$ cat src/rtl/regs_read_arbiter.sv
// Round-robin arbiter sharing one 4:1 register read mux among four requesters.
// Each grant runs IDLE -> SEL (mux settles) -> ACK (one-cycle acknowledge with captured data).
module regs_read_arbiter #(
  parameter int DATA_W = 8
) (
  input  logic              iCLK,
  input  logic              inRST,
  input  logic [3:0]        iREQ,
  input  logic [7:0]        iADDR,
  output logic [1:0]        oSELECT,
  input  logic [DATA_W-1:0] iMUX_DATA,
  output logic [3:0]        oACK,
  output logic [DATA_W-1:0] oDATA,
  output logic [1:0]        oID,
  output logic              oBUSY
);

  typedef enum logic [1:0] {
    ST_IDLE = 2'd0,
    ST_SEL  = 2'd1,
    ST_ACK  = 2'd2
  } state_t;

  state_t              r_state;
  state_t              w_next_state;
  logic [1:0]          r_ptr;
  logic [1:0]          r_grant;
  logic [1:0]          r_select;
  logic [3:0]          r_ack;
  logic [DATA_W-1:0]   r_data;
  logic [1:0]          r_id;
  logic [1:0]          w_winner;

  // Scan from the highest offset down so the requester closest to ptr wins.
  function automatic logic [1:0] pick_winner(input logic [3:0] req, input logic [1:0] ptr);
    logic [1:0] idx;
    logic [1:0] win;
    win = ptr;
    for (int k = 3; k >= 0; k--) begin
      idx = ptr + k[1:0];
      if (req[idx]) begin
        win = idx;
      end
    end
    return win;
  endfunction

  assign w_winner = pick_winner(iREQ, r_ptr);

  // State register
  always_ff @(posedge iCLK or negedge inRST) begin
    if (!inRST) begin
      r_state <= ST_IDLE;
    end else begin
      r_state <= w_next_state;
    end
  end

  // Next-state logic
  always_comb begin
    w_next_state = r_state;
    case (r_state)
      ST_IDLE: begin
        if (iREQ != 4'd0) begin
          w_next_state = ST_SEL;
        end else begin
          w_next_state = ST_IDLE;
        end
      end
      ST_SEL:  w_next_state = ST_ACK;
      ST_ACK:  w_next_state = ST_IDLE;
      default: w_next_state = ST_IDLE;
    endcase
  end

  // Grant, mux select, capture and acknowledge registers
  always_ff @(posedge iCLK or negedge inRST) begin
    if (!inRST) begin
      r_ptr    <= 2'd0;
      r_grant  <= 2'd0;
      r_select <= 2'd0;
      r_ack    <= 4'd0;
      r_data   <= '0;
      r_id     <= 2'd0;
    end else begin
      case (r_state)
        ST_IDLE: begin
          if (iREQ != 4'd0) begin
            r_grant  <= w_winner;
            r_select <= iADDR[{w_winner, 1'b0} +: 2];
          end
        end
        ST_SEL: begin
          r_data <= iMUX_DATA;
          r_ack  <= 4'b0001 << r_grant;
          r_id   <= r_grant;
          r_ptr  <= r_grant + 2'd1;
        end
        ST_ACK: begin
          // Data and id stay put; only the pulse ends.
          r_ack <= 4'd0;
        end
        default: begin
          r_ack <= 4'd0;
        end
      endcase
    end
  end

  assign oSELECT = r_select;
  assign oACK    = r_ack;
  assign oDATA   = r_data;
  assign oID     = r_id;
  assign oBUSY   = (r_state != ST_IDLE);

endmodule

$ cat config.mk
export PLATFORM = sky130hd
export DESIGN_NAME = regs_read_arbiter
export DESIGN_NICKNAME = d
export VERILOG_FILES = /design/src/rtl/regs_read_arbiter.sv
export SDC_FILE = /design/constraint.sdc
export NUM_CORES = 1
export LEC_CHECK = 0
export CAP_MARGIN = 20
export CORE_AREA = 2 2 59 61
export CTS_CLUSTER_SIZE = 30
export DETAILED_ROUTE_END_ITERATION = 10
export DIE_AREA = 0 0 61 63
export PLACE_DENSITY = 0.67
export SYNTH_ARGS = -nofsm -noshare
export SYNTH_HDL_FRONTEND = slang
export SYNTH_SLANG_ARGS = --single-unit
$ cat constraint.sdc
create_clock -name iCLK -period 4.9 [get_ports iCLK]
set_input_delay 0.49 -clock iCLK [delete_from_list [all_inputs] [get_ports iCLK]]
set_output_delay 0.49 -clock iCLK [all_outputs]
set_load 0.05 [all_outputs]
# [Word-level counts from Yosys, hierarchy flattened]
# Cells that the tools add are included.
[op_classes] n_addsub=4 n_lt_le_gt_ge=4 eq_ne=1 shifts=2 mux=15 reduce_logical=4
[op_table] op="$lt 2x3->1 const B" n=4
[op_table] op="$bmux 1 s2" n=4
[op_table] op="$mux 2" n=4
[op_table] op="$pmux 4 s2" n=1
[op_table] op="$shiftx 8x4->2" n=1
[op_table] op="$mux 1" n=5
[op_table] op="$add 2x1->2 const B" n=2
[op_table] op="$add 2x2->2 const B" n=2
[op_table] op="$pmux 2 s2" n=1
[op_table] op="$reduce_bool 4->1" n=1
[op_table] op="$shl 1x2->4 const A" n=1
[op_table] op="$eq 2x1->1 const B" n=1
[op_table] op="$logic_not 2->1" n=1
[op_table] op="$reduce_and 2->1" n=1
[op_table] op="$reduce_bool 2->1" n=1
[totals] ff_bits=22 in_bits=22 out_inout_bits=17 word_cells=37

# [Longest topological paths before layout]
# Gate-level depths: netlist of the first run.
[depth] ltp_word=8 depth_mapped=6 mapped_depth_nobuf=5

# [Least setup slack after synthesis of the first run]
# Ideal clock, no wire load.
[synth_timing] path_type="input to register" startpoint="input iREQ[2]" endpoint="register r_select[0] (netlist: oSELECT[0])" setup_time_ns=0.123 t_arrival_ns=1.768 required_ns=4.777 setup_slack_ns=3.009 path_stages=6 path_buffers=1 cell_sequence="nor2b_4 > o21a_1 > or3_1 > buf_6 > mux2_4 > o221a_1"
[synth_between] elab_chain_cells=7 elab_cells_between_ends=15 cone_classes="shift (1); mux (12); reduce/logical (2)"
[synth_rtl] element="start, declared" line="8" source="input logic [3:0] iREQ,"
[synth_rtl] element="$bmux 1 s2" line="41" source="if (req[idx]) begin"
[synth_rtl] element="$mux 1 (implied by the code)" line="41"
[synth_rtl] element="$mux 2 (4 in series)" line="41"
[synth_rtl] element="$shiftx 8x4->2" line="90" source="r_select <= iADDR[{w_winner, 1'b0} +: 2];"
[synth_rtl] element="end signal, assigned" line="90"
[synth_rtl] element="end, declared" line="28" source="logic [1:0] r_select;"
# Parallel ways exist; a longest one is shown, timed or not. The select of a mux whose other input is x is not followed.
# A chain may end at the register's enable or synchronous reset.

# [Worst setup path after layout of the first run]
[layout_timing] startpoint="register r_state[0]" endpoint="output oBUSY"
[layout_between] elab_chain_cells=1
[layout_rtl] element="start, declared" line="24" source="state_t r_state;"
[layout_rtl] element="start signal, assigned" line="55" source="r_state <= w_next_state;"
[layout_rtl] element="$reduce_bool 2->1" line="114" source="assign oBUSY = (r_state != ST_IDLE);"
[layout_rtl] element="end, declared" line="15" source="output logic oBUSY"
# No other way between the ends.

==> impl_metrics.csv, run 1 <==
group,metric,value,unit
sta,hold_viol_final,0,
logic_synthesis,synthCells,86,
detailed_routing,wl,2140,microns
logic_synthesis,synth_compound_area_share,9.41,%
cts,clkTransAtPathRegs,0.11,ns
logic_synthesis,syn_area,0.00106,sq mm
setup_path,cp_top_family,"buffers and inverters",
detailed_routing,drtPass1Iterations,4,
setup_path,cp_data_arrival_time,1.83,ns
cts,cts.path.max_buffers,2,
layout,drive_gt1_share,16.1,%
placement,port-buffer-count,38,
die,die_y,63,microns
logic_synthesis,yosysTopAreaCellShare,51.8,%
logic_synthesis,synth_most_common_cell,"dfrtp_1",
run_status,run_status,"finished clean",
setup_path,critPathBufInv,1,
logic_synthesis,synthFlopType,"dfrtp_1",
setup_path,crit_slowest_cell,"clkdlybuf4s50_1",
cts,clk_latency,0.29,ns
setup_path,cp_max_fo,6,
placement,place.gp.congestion,0.685,
setup_path,crit_cells,2,
setup_path,worstSetupEndpointType,"output port",
sta,period_needed,2.32,ns
cts,postCtsResizedCells,0,
die,die_w,61,microns
global_route,grt_pass1_wl,3390,microns
layout,antenna_cells,0,
global_route,grt_pass1_vias,803,
cts,clockRootBuffer,"clkbuf_4",
logic_synthesis,synth_area_leaders,"dfrtp_1 52%, mux2_2 12%, ha_1 4.7%",
logic_synthesis,ys_ff_latch,22,
detailed_routing,drt_iter0_markers,16,
setup_path,regToRegEndpoint,"oSELECT[0]$_DFFE_PN0P_",
setup_path,r2r_setup_slack,3.05,ns
detailed_routing,vias_per_cell,4.64,
sta,fmax,0.432,GHz
job,max_cap_violations,0,
logic_synthesis,async_flop_share,100,%
sta,slew_headroom,35.8,%
layout,syn2layout_area_growth,41.8,%
logic_synthesis,synth-adder-area-share,4.71,%
logic_synthesis,synth_xor_area_share,0,%
cts,cts_hold_buffers,0,
setup_path,path_class,"reg -> out",
pwr,powerDensity,720,mW/mm^2
die,die_area,0.00384,sq mm
placement,place_hpwl,1700,microns
pwr,ir_drop,0.440,mV
setup_path,r2r_cells,5,
cts,tritoncts,"done",
worst_hold_path,hold_path.class,"reg -> reg",
die,fp.coreArea,0.00323,sq mm
sta,slew_viol_final,0,
logic_synthesis,synth.distinct_cells,29,
logic_synthesis,yosysTopAreaCell,"dfrtp_1",
detailed_routing,vias,789,
placement,dp.cells,166,
die,num_rows,21,
cts,cts-htree-levels,1,
worst_hold_path,min-delay-start,"oDATA[1]$_DFFE_PN0P_",
setup_path,critPathMaxStageDelay,0.71,ns
detailed_routing,wl_per_cell,12.6,microns
pwr,leakagePower,0.000650,uW
die,start_util,32.9,%
logic_synthesis,yosysWarningCount,0,
global_route,grt_overflow,0,
cts,cts.sinks,22,
sta,worstMarginPinSlew,0.959,ns
global_route,grt.total_usage,11.5,%
logic_synthesis,syn_avg_cell_area,12.4,sq um
logic_synthesis,synth_edf_count,0,
setup_path,worstPathRequired,4.41,ns
layout,nFillCells,300,
detailed_routing,ant_nets,0,
worst_hold_path,min_to,"oDATA[1]$_DFFE_PN0P_",
logic_synthesis,yosys.area_share.simple,10.9,%
setup_path,r2r-start,"r_ptr[0]$_DFFE_PN0P_",
logic_synthesis,muxShareOfSynthArea,19.2,%
worst_hold_path,worstHoldPathCells,1,
sta,fin_setup_tns,0,ns
logic_synthesis,ys_top_cells_by_count,"22 x dfrtp_1, 11 x mux2_2, 7 x nor2_1",
setup_path,crit_chain,"or2_2 -> clkdlybuf4s50_1",
sta,whs,0.522,ns
sta,rsz0062_at_grt,"no",
logic_synthesis,synth_top_family_by_area,"multiplexers",
setup_path,crit_path_start_kind,"flip-flop",
layout,instances_no_fill,170,
sta,clock_skew,0.00222,ns
die,io_pins,39,
layout,nets,152,
logic_synthesis,yosysSeqAreaShare,51.8,%
sta,setup_viol,0,
cts,cts_setup_buffers,0,
logic_synthesis,synth_fp_nets,112,
cts,cts_made_buffers,3,
global_route,antenna_found_initial,0,
detailed_routing,post-route-drc-count,0,
global_route,grt_max_degree,23,
sta,period_share,47.2,%
[stage by stage]
stage	util [%]	setup slack (ns)	area, sq um	total power [uW]
2_1_floorplan	-	3.01	1060	812
3_5_place_dp	45.7	2.39	1480	1020
5_1_grt	46.7	2.50	1510	1160
4_1_cts	46.4	2.55	1500	1090
3_3_place_gp	45.7	2.49	1480	1000
6_report	46.7	2.58	1510	1090
[worst max-delay path by stage]
stage                         start                      to  slack (ns)
3_3_place_gp                iREQ[2]  oSELECT[0]$_DFFE_PN0P_        2.49
6_report       r_state[0]$_DFF_PN0_                   oBUSY        2.58
5_1_grt        r_state[0]$_DFF_PN0_                   oBUSY        2.50
3_5_place_dp                iREQ[3]  oSELECT[0]$_DFFE_PN0P_        2.39
4_1_cts        r_state[0]$_DFF_PN0_                   oBUSY        2.55
2_1_floorplan               iREQ[2]  oSELECT[0]$_DFFE_PN0P_        3.01
[worst register-to-register path: stages, from the launching register on]
cell and delay [ns]:
dfrtp_1 0.45, nor2b_4 0.06, o21a_1 0.21, or3_1 0.46, mux2_4 0.34, o221a_1 0.23
[cell families (layout without fill, tap and decap cells)]
| kind of cell | after synthesis | count (layout) |
|---|---|---|
| AND/OR/NAND/NOR | 20 | 20 |
| AO/OA/AOI/OAI | 13 | 13 |
| buffers and inverters | 9 | 47 |
| adder cells (fa/ha/maj) | 4 | 4 |
| multiplexers | 18 | 18 |
| flip-flops | 22 | 22 |
[flip-flops by register name, indices dropped and copies added, names as in the netlist]
register	count
oACK	4
oID	2
oDATA	8
r_grant	2
oSELECT	2
r_state	2
r_ptr	2
[cells in the final DEF (no fill, tap or decap), drive strengths merged]
cell type,n
inv,5
nand2,1
nor2,7
and2b,1
buf,1
or3,1
clkdlybuf4s50,38
nand2b,1
clkbuf,3
ha,4
o221a,2
mux2,13
o32ai,1
a21oi,2
o2111ai,2
o21ai,2
and3b,1
or2b,1
o41ai,1
or2,2
nor4,1
dfrtp,22
o31ai,2
nor2b,3
mux2i,5
nor3,1
o21a,1
[area by class of cell]
class | count | area, sq um | share of cell area (%)
clock buffer | 3 | 22.5 | 1.49
multi-input combinational | 55 | 470 | 31.2
inverter | 5 | 18.8 | 1.24
sequential | 22 | 551 | 36.5
timing repair buffer | 39 | 388 | 25.7
tap | 46 | 57.6 | 3.82
[where the power goes]
| part | switching [uW] | internal [uW] | total, uW |
|---|---|---|---|
| logic | 393 | 271 | 664 |
| registers | 72.2 | 273 | 345 |
| clock network | 47.9 | 28.6 | 76.5 |
[metal layers]
metal | track usage [%] | vias to the layer above | part of all wire (%)
li1 | - | 378 | -
met1 | 15.3 | 378 | 45
met2 | 18.1 | 33 | 48
met3 | 4.97 | 0 | 7.5
met4 | 0.815 | 0 | 0
met5 | 0 | - | 0
(Power assumes the default switching activity.)
==> run 2, diff against run 1 <==
clock period = 2.3 ns   (was 4.9 ns; I/O delays follow)
==> run 2 against run 1 <==
Via count unchanged; first-iteration DRC count up 130%; largest cell class unchanged; count of clock-buffer cells in the layout up 1.
==> impl_metrics.csv, run 2 (synthesis results as in run 1) <==
group,metric,value,unit
detailed_routing,wl_per_cell,12.9,microns
global_route,grt_max_degree,23,
die,num_rows,21,
cts,clockRootBuffer,"clkbuf_4",
global_route,antenna_found_initial,0,
cts,cts.path.max_buffers,2,
detailed_routing,ant_nets,0,
global_route,grt_overflow,0,
cts,cts_hold_buffers,0,
worst_hold_path,hold_path.class,"in -> async",
cts,cts-htree-levels,1,
job,max_cap_violations,0,
layout,drive_gt1_share,18.1,%
placement,port-buffer-count,38,
detailed_routing,drtPass1Iterations,4,
sta,worstMarginPinSlew,0.555,ns
pwr,ir_drop,0.988,mV
sta,slew_viol_final,0,
setup_path,cp_data_arrival_time,1.85,ns
detailed_routing,wl,2240,microns
setup_path,worstSetupEndpointType,"output port",
cts,cts_made_buffers,3,
pwr,powerDensity,1550,mW/mm^2
die,die_y,63,microns
cts,postCtsResizedCells,0,
pwr,power,2380,uW
global_route,grt.total_usage,12.6,%
layout,nets,154,
setup_path,path_class,"reg -> out",
die,die_w,61,microns
setup_path,cp_max_fo,6,
die,start_util,32.9,%
die,die_area,0.00384,sq mm
layout,mostFrequentLayoutCells,"38 x clkdlybuf4s50_1, 22 x dfrtp_1, 11 x mux2_2",
layout,syn2layout_area_growth,44.5,%
layout,layout_commonest_cell,"clkdlybuf4s50_1",
placement,place.gp.congestion,0.702,
cts,cts.sinks,22,
detailed_routing,vias_per_cell,4.56,
detailed_routing,post-route-drc-count,0,
global_route,grt_pass1_vias,870,
sta,setup_viol,0,
sta,rsz0062_at_grt,"no",
die,io_pins,39,
global_route,grt_pass1_wl,3750,microns
setup_path,crit_path_start_kind,"flip-flop",
layout,largest_reg_flops,8,
pwr,leakagePower,0.000667,uW
cts,clkTransAtPathRegs,0.13,ns
sta,period_needed,2.08,ns
sta,period_share,90.3,%
cts,cts_setup_buffers,0,
sta,slew_headroom,62.8,%
sta,whs,0.249,ns
setup_path,worstPathRequired,2.07,ns
sta,clock_skew,0.00191,ns
placement,place_hpwl,1730,microns
cts,tritoncts,"done",
run_status,run_status,"finished clean",
sta,fin_setup_tns,0,ns
sta,hold_viol_final,0,
detailed_routing,drt_iter0_markers,36,
setup_path,r2r_setup_slack,0.46,ns
die,fp.coreArea,0.00323,sq mm
layout,antenna_cells,0,
detailed_routing,vias,789,
cts,clk_latency,0.31,ns
sta,fmax,0.482,GHz
==> run 2: power by group <==
part | total (uW) | switching (uW) | internal, uW
Sequential | 734 | 154 | 580
Combinational | 1430 | 839 | 588
Clock | 219 | 123 | 96.6
Total | 2380 | 1120 | 1270
==> run 2: worst max-delay path: stages, from the launching register on <==
cell and delay, ns:
dfrtp_1 0.48, or2_2 0.34, clkdlybuf4s50_1 0.71
==> run 2: per-layer routing <==
layer / wire length (microns) / global-route usage (%) / vias up
met5: 0 / 0 / -
li1: - / - / 385
met2: 1090 / 19.4 / 28
met4: 0 / 3.26 / 0
met1: 989 / 17.6 / 376
met3: 158 / 2.90 / 0
==> run 2: final cells by class <==
cell class,instances,area (sq um)
fillers,311,1700
well taps,46,57.6
repair buffers,41,403
flip-flops and latches,22,551
inverters,5,18.8
multi-input cells,55,470
clock buffers,4,36.3
==> run 2: metrics by stage <==
step	utilization (%)	worst slack, ns	cells	cell area (sq um)
4_1_cts	47.5	0.188	173	1540
2_1_floorplan	-	0.488	86	1060
6_report	47.5	0.224	173	1540
3_3_place_gp	46.4	0.144	169	1500
3_5_place_dp	46.4	0.0695	169	1500
5_1_grt	47.5	0.147	173	1540
==> run 2: path summary, 6_finish.rpt <==
kind / start / to / cells past startpoint
setup / recovery: r_state[0]$_DFF_PN0_ / oBUSY / 2
hold / removal: inRST / oDATA[2]$_DFFE_PN0P_ / 2
setup reg to reg: r_ptr[0]$_DFFE_PN0P_ / oSELECT[0]$_DFFE_PN0P_ / 5
hold reg to reg: oDATA[2]$_DFFE_PN0P_ / oDATA[2]$_DFFE_PN0P_ / 1
max in group asynchronous: inRST / oSELECT[0]$_DFFE_PN0P_ / 2
min in group iCLK: oDATA[2]$_DFFE_PN0P_ / oDATA[2]$_DFFE_PN0P_ / 1
